==> config.mk <==
export PLATFORM = sky130hd
export DESIGN_NAME = exec_step_ctrl
export DESIGN_NICKNAME = d
export VERILOG_FILES = /design/src/rtl/exec_ctrl_pkg.sv /design/src/rtl/key_debounce.sv /design/src/rtl/exec_step_ctrl.sv
export SDC_FILE = /design/constraint.sdc
export NUM_CORES = 1
export LEC_CHECK = 0
export ABC_AREA = 1
export BUFFER_PORTS_ARGS = -buffer_cell sky130_fd_sc_hd__buf_2
export CAP_MARGIN = 10
export CORE_MARGIN = 2
export CORE_UTILIZATION = 51
export CTS_BUF_LIST = sky130_fd_sc_hd__clkbuf_2 sky130_fd_sc_hd__clkbuf_4 sky130_fd_sc_hd__clkbuf_8
export DETAILED_ROUTE_END_ITERATION = 7
export PLACE_DENSITY = 0.71
export RECOVER_POWER = 50
export SYNTH_ARGS = -nofsm -noshare
export SYNTH_HDL_FRONTEND = slang
export SYNTH_SLANG_ARGS = --single-unit
==> constraint.sdc <==
create_clock -name clk -period 2.6 [get_ports clk]
set_clock_uncertainty 0.15 [all_clocks]
set_input_delay 0.13 -clock clk [delete_from_list [all_inputs] [get_ports clk]]
set_output_delay 0.13 -clock clk [all_outputs]
set_load 0.02 [all_outputs]
==> src/rtl/exec_ctrl_pkg.sv <==
// Shared definitions for the run-control sequencer: state encoding and default widths.
package exec_ctrl_pkg;

    typedef enum logic [1:0] {
        ST_HALT  = 2'b00,
        ST_STEP  = 2'b01,
        ST_RUN   = 2'b10,
        ST_BREAK = 2'b11
    } state_t;

    localparam int EXEC_DIV_W = 23;
    localparam int EXEC_DB_W  = 20;
    localparam int EXEC_PC_W  = 32;

endpackage

==> src/rtl/key_debounce.sv <==
// Pushbutton conditioner: 2-FF synchronizer, stability counter, one-cycle press pulse.
// Press pulse appears 2 + 2^DB_W cycles after the key settles low; holding the key never repeats it.
module key_debounce
    import exec_ctrl_pkg::*;
#(
    parameter int DB_W = EXEC_DB_W
) (
    input  logic clk,
    input  logic rst_n,
    input  logic key_n,
    output logic press
);

    logic            sync1;
    logic            sync2;
    logic            level;
    logic [DB_W-1:0] cnt;

    always_ff @(posedge clk or negedge rst_n) begin
        if (!rst_n) begin
            sync1 <= 1'b1;
            sync2 <= 1'b1;
            level <= 1'b1;
            cnt   <= '0;
            press <= 1'b0;
        end else begin
            sync1 <= key_n;
            sync2 <= sync1;
            press <= 1'b0;
            // Any bounce back to the accepted level restarts the stability window.
            if (sync2 == level) begin
                cnt <= '0;
            end else if (&cnt) begin
                level <= sync2;
                cnt   <= '0;
                press <= ~sync2;
            end else begin
                cnt <= cnt + {{(DB_W-1){1'b0}}, 1'b1};
            end
        end
    end

endmodule

==> src/rtl/exec_step_ctrl.sv <==
// Run-control sequencer: halt / single-step / divided free-run / PC breakpoint, driving pipe_en.
// pipe_en is registered one cycle after the advance condition; stall_in suppresses (and in RUN drops) an advance.
module exec_step_ctrl
    import exec_ctrl_pkg::*;
#(
    parameter int DIV_W = EXEC_DIV_W,
    parameter int DB_W  = EXEC_DB_W,
    parameter int PC_W  = EXEC_PC_W
) (
    input  logic            clk,
    input  logic            rst_n,
    input  logic            key_step_n,
    input  logic            key_run_n,
    input  logic            stall_in,
    input  logic            bp_en,
    input  logic [PC_W-1:0] bp_addr,
    input  logic [PC_W-1:0] pc,
    output logic            pipe_en,
    output logic            halted,
    output logic [1:0]      state,
    output logic [31:0]     instr_count
);

    state_t           state_q;
    state_t           state_d;
    logic             step_p;
    logic             run_p;
    logic [DIV_W-1:0] div_q;
    logic             tick;
    logic             bp_skip_q;
    logic             bp_hit;
    logic             adv_req;
    logic             issue;
    logic [31:0]      instr_count_q;

    key_debounce #(.DB_W(DB_W)) u_step_key (
        .clk   (clk),
        .rst_n (rst_n),
        .key_n (key_step_n),
        .press (step_p)
    );

    key_debounce #(.DB_W(DB_W)) u_run_key (
        .clk   (clk),
        .rst_n (rst_n),
        .key_n (key_run_n),
        .press (run_p)
    );

    assign tick   = &div_q;
    assign bp_hit = bp_en & (pc == bp_addr) & ~bp_skip_q & (state_q == ST_RUN);
    assign issue  = adv_req & ~stall_in & ~bp_hit;

    always_comb begin
        state_d = state_q;
        adv_req = 1'b0;
        case (state_q)
            ST_HALT: begin
                if (run_p)       state_d = ST_RUN;
                else if (step_p) state_d = ST_STEP;
            end
            ST_STEP: begin
                // bp_hit is never set outside RUN, so only the stall holds a step back.
                if (run_p) begin
                    state_d = ST_HALT;
                end else begin
                    adv_req = 1'b1;
                    if (!stall_in) state_d = ST_HALT;
                end
            end
            ST_RUN: begin
                if (run_p) begin
                    state_d = ST_HALT;
                end else if (tick) begin
                    adv_req = 1'b1;
                    if (bp_hit) state_d = ST_BREAK;
                end
            end
            ST_BREAK: begin
                if (run_p)       state_d = ST_RUN;
                else if (step_p) state_d = ST_STEP;
            end
            default: state_d = ST_HALT;
        endcase
    end

    always_ff @(posedge clk or negedge rst_n) begin
        if (!rst_n) begin
            state_q       <= ST_HALT;
            pipe_en       <= 1'b0;
            div_q         <= '0;
            bp_skip_q     <= 1'b0;
            instr_count_q <= '0;
        end else begin
            state_q <= state_d;
            pipe_en <= issue;
            if (pipe_en) instr_count_q <= instr_count_q + 32'd1;
            if (state_d == ST_RUN && state_q != ST_RUN) div_q <= '0;
            else if (state_q == ST_RUN)                 div_q <= div_q + {{(DIV_W-1){1'b0}}, 1'b1};
            // Leaving BREAK lets the first advance step past the PC that just matched.
            if (state_q == ST_BREAK && state_d != ST_BREAK) bp_skip_q <= 1'b1;
            else if (issue)                                 bp_skip_q <= 1'b0;
        end
    end

    assign state       = state_q;
    assign halted      = (state_q == ST_HALT) | (state_q == ST_BREAK);
    assign instr_count = instr_count_q;

endmodule
# == After elaboration in Yosys (flattened, before gate mapping) ==
# Index checks and enable logic that the tools add are counted.
# totals
output_inout_bits,36
in_bits,70
elab_cells,76
ff_bits,107
# op_classes
add_sub_neg,4
bitwise_logic,13
n_eq_ne,9
reduce_logical,11
n_mux,24
# op_table
operator,count
$mux W20,4
$mux W23,2
$reduce_and A21 Y1,2
$add A20 B1 Y20 const B,2
$reduce_and A20 Y1,2
$add A32 B1 Y32 const B,1
$eq A32 B32 Y1,1
$add A23 B1 Y23 const B,1
$reduce_and A23 Y1,1
$mux W2,7
$mux W1,9
$not A1 Y1,7
$eq A2 B2 Y1 const B,3
$pmux W2 S3,1
$and A1 B1 Y1,5
$ne A2 B2 Y1 const B,2
$reduce_bool A2 Y1,2
$eq A1 B1 Y1,2
$eq A2 B1 Y1 const B,1
$logic_and A1 B1 Y1,2
$logic_not A2 Y1,1
$pmux W1 S2,1
$reduce_or A2 Y1,1
$or A1 B1 Y1,1

# == Depth between registers and ports, before layout ==
# depth
word_depth,11
ltp_mapped,17
ltp_nobuf,17

# == Cells and area by module ==
# From an unflattened synthesis, not the netlist that was laid out.
# unflattened
hier_cells,796
hier_area_um2,6271.0
# by_module_without_submodules
mod,area_per_inst_um2,instances,cells_per_inst
exec_step_ctrl,3726.1,1,498
key_debounce,1272.5,2,149

# == Worst setup path after synthesis ==
# OpenSTA, ideal clock, no wires.
# synth_path
path_type,flip-flop to flip-flop
startpoint,"register state_q[0], in the netlist state[0]"
endpoint,register div_q[19]
path_buffers,1
arrival_time_ns,2.128
path_slack_ns,0.204
stages_incl_launch_ff,17
setup_ns,0.117
path_cell_list,dfrtp_1 inv_1 ha_1 nand2_1 nor2_1 nand2_1 nor2_1 nand3_1 nor2_1 nand3_1 nand2_1 nand2_1 a21oi_4 nand3_4 buf_6 nand3_1 nand2_1
# synth_via
elab_chain_len,9
elab_cells_between_ends,19
cone_classes,5 x eq/ne; 9 x mux; 1 x bitwise; 4 x reduce/logical
# synth_rtl
element,line,source
from (decl),exec_step_ctrl.sv:24,state_t state_q;
from (signal assigned),exec_step_ctrl.sv:95,state_q <= state_d;
$eq A2 B2 Y1,"exec_step_ctrl.sv:51, exec_step_ctrl.sv:57",
$and A1 B1 Y1,exec_step_ctrl.sv:51,assign bp_hit = bp_en & (pc == bp_addr) & ~bp_skip_q & (state_q == ST_RUN);
$mux W2,exec_step_ctrl.sv:76,if (bp_hit) state_d = ST_BREAK;
$mux W2,exec_step_ctrl.sv:74,end else if (tick) begin
$mux W2,exec_step_ctrl.sv:72,if (run_p) begin
$pmux W2 S3 *,exec_step_ctrl.sv:57,case (state_q)
via state_d[1],exec_step_ctrl.sv:25,state_t state_d;
$eq A2 B2 Y1 *,exec_step_ctrl.sv:98,if (state_d == ST_RUN && state_q != ST_RUN) div_q <= '0;
$logic_and A1 B1 Y1 *,exec_step_ctrl.sv:98,
$mux W23 / $reduce_bool A2 Y1 (equally long branches),n/a,
to (signal assigned),exec_step_ctrl.sv:99,"else if (state_q == ST_RUN) div_q <= div_q + {{(DIV_W-1){1'b0}}, 1'b1};"
to (decl),exec_step_ctrl.sv:28,logic [DIV_W-1:0] div_q;
# Mark *: on every way through the listed nets, which the timed path passes. The rest lies on a longest branch.
# A chain may end at the register's enable or synchronous reset.

# == Worst setup path in the final report ==
# layout_path
startpoint,"register state_q[0], in the netlist state[0]"
endpoint,register div_q[5]
# Same word-level chain as after synthesis.

==> out/summary.txt <==
clk buf depth - 2
layout cells sized above 1 - 0.189
Rows - 39
final WL - 12,600 µm
Final Hold Vio Count - 0
number of I/O pins - 106
status - completed
post-route minimum period - 2.41 ns
Synth Area in Compound Gates - 0.0358
largest net degree at the start of global routing - 52
post-detail-place hpwl - 9690 µm
GP Congestion - 0.868
area post-placement - 6650 µm²
synthesis-stage register bit count - 107
PD cells - 571 nW/µm²
Final setup viols - 0
Post-Synth XOR/XNOR Area - 0.0990
global-route wire length before repair - 21,600 µm
DR WL/cell - 12.6 µm
critical path endpoint category - register
Ys Warns - 0
Final nets - 926
VDD IR max - 0.000404 V
Syn Nets - 794
CTS H-tree depth - 3
worst hold path class - input pin to register
Initial Util - 0.518
Synth Area in Simple Gates - 0.310
number of fill cells in the layout - 1,014
dpl ws - 0.119 ns
Root Driver - clkbuf_8
Via density - 4.97
later-pin clock latency in the skew report - 0.37 ns
post-synthesis adder-cell area fraction - 0.0171
DRC - 0
P_leak - 3.44 nW
most frequent cells in the layout - nand2_1, inv_1, dfrtp_1
register area share after synthesis - 0.460
commonest non-fill, non-tap cell in the layout - nand2_1
vias in the first global route - 4,891
Syn Std Cell Area - 5840 µm²
initial antenna violation count - 1
Worst-path clk slew - 0.11 ns
RSZ-0062 raised after global routing - true
fin worst setup slack - 0.194 ns
TritonCTS clock tree - yes
via count - 4,955
max_slew headroom - 0.172
Synth Instances - 716
all-layer global routing usage - 0.211
clock sink count - 107
Remaining Overflow, GRT - 0
max cap viols - 0
Area Growth Syn to Fin - 18.1%
CTS Buf Count - 9
mux share of post-synthesis cell area - 0.00364
Worst Setup Start Kind - register
main combinational cell family by area after synthesis - simple AND/OR/NAND/NOR gates
part of the cycle the worst path needs - 0.925
die area - 12,300 µm²
Setup CP Type - register to register
CP arrival - 2.51 ns
Finished Cell Area - 6900 µm²
Netlist cell types - 40
core area - 11,300 µm²
Die W - 111 µm
syn_area_per_cell - 8.15 µm²
antenna-violating nets left - 0
CP Data Required Time - 2.71 ns
f_max - 0.416 GHz
die span in y - 111 µm
drt first-iter violations - 229
worst slew pin tran - 1.24 ns
maximum fanout along the worst path - 19
final hold slack - 0.117 ns
Slew Limit Fails - 0
DRT Pass-1 Iters - 4
# port buffers - 105
==> registers in the layout, summed over array words and instances (netlist names) <==
name,count
instr_count,32
div_q,23
u_run_key.cnt,20
u_step_key.cnt,20
state,2
bp_skip_q,1
pipe_en,1
u_run_key.level,1
u_run_key.press,1
u_run_key.sync1,1
u_run_key.sync2,1
u_step_key.level,1
u_step_key.press,1
u_step_key.sync1,1
u_step_key.sync2,1
==> worst max-delay path: stages (launching register included) <==
cell     delay, ns
dfrtp_1       0.39
inv_1         0.09
ha_1          0.22
nand2_1       0.07
nor2_1        0.08
nand2_1       0.05
nor2_1        0.08
nand3_1       0.08
nor2_1        0.15
nand3_1       0.11
nand2_1       0.08
nand2_1       0.09
a21oi_4       0.24
nand3_4       0.10
buf_12        0.17
nand3_1       0.09
nand2_1       0.05
==> metrics by stage <==
| step | utilization | TNS [ns] | power (mW) | cells |
|---|---|---|---|---|
| CTS | 0.612 | 0 | 3.90 | 995 |
| finish | 0.612 | 0 | 3.93 | 997 |
| floorplan | - | 0 | 2.49 | 716 |
| global placement | 0.590 | 0 | 2.80 | 975 |
| detailed placement | 0.590 | 0 | 2.84 | 975 |
| global route | 0.612 | -0.00212 | 4.15 | 997 |
==> kinds of logic (layout without fill, tap and decap cells) <==
| family | Yosys count | in the layout |
|---|---|---|
| simple gates | 386 | 386 |
| buf+inv | 112 | 249 |
| flops | 107 | 107 |
| xor+xnor | 66 | 66 |
| compound gates | 35 | 35 |
| fa+ha+maj | 8 | 8 |
| mux | 2 | 2 |
| other cells | 0 | 1 |
==> final cells by class <==
cell class	instances	area, µm²	share of cell area
clock buffer	12	153	0.0221
timing repair buffer	125	676	0.0980
inverter	108	405	0.0588
multi-input combinational	497	2740	0.398
antenna	1	2.50	0.000363
sequential	107	2690	0.389
clock inverter	4	51.3	0.00744
tap	143	179	0.0259
==> report_power, final <==
part | switching, mW | leakage (nW) | internal, mW | total, mW
sequential | 0.0808 | 1.46 | 1.75 | 1.83
combinational | 0.681 | 1.88 | 0.371 | 1.05
clock | 0.555 | 0.104 | 0.496 | 1.05
total | 1.32 | 3.44 | 2.62 | 3.93
==> layer usage <==
metal	track usage	vias to the layer above	part of all wire
met5	0	-	0
met4	0.0675	0	0.016
met3	0.0410	14	0.053
met2	0.365	118	0.48
met1	0.267	2295	0.45
li1	-	2528	-
==> path summary, 6_finish.rpt <==
check / start / endpoint / slack [ns] / cells after the start
setup / recovery: state[0] / div_q[5] / 0.19 / 16
hold / removal: pc[21] / pipe_en / 0.12 / 5
setup reg to reg: state[0] / div_q[5] / 0.19 / 16
hold reg to reg: u_step_key.sync1 / u_step_key.sync2 / 0.21 / 0
max in group asynchronous: rst_n / div_q[20] / 0.63 / 3
min in group asynchronous: rst_n / u_step_key.cnt[0] / 0.41 / 2
==> repair_timing <==
item / 4_1_cts / 5_1_grt
endpoints found under the setup margin: 0 / 33
setup buffers: 0 / 1
hold endpoints to repair: 45 / 0
hold buffers: 4 / 0
gates resized for setup: 0 / 6
==> Yosys cell counts (all sizes together) <==
cell      n  share of area
nand3b    2         0.0026
inv     108          0.069
or2      10          0.011
xor2     36          0.054
xnor2    30          0.045
clkbuf    1        0.00064
a211oi    4         0.0051
dfstp     6          0.027
dfrtp   101           0.43
and3      3         0.0034
nor3     41          0.041
mux2      1         0.0019
a21oi    16          0.016
a31o      1         0.0015
nor4      6         0.0064
o21bai    2         0.0026
nor3b     7         0.0090
and2      1         0.0011
buf       3         0.0045
nand2   160           0.10
ha        8          0.017
o21ai     9         0.0077
nand4    17          0.019
a31oi     3         0.0032
mux2i     1         0.0017
nand3    52          0.053
nor2     87          0.060
Note: power is estimated with default switching activity, not from simulation.
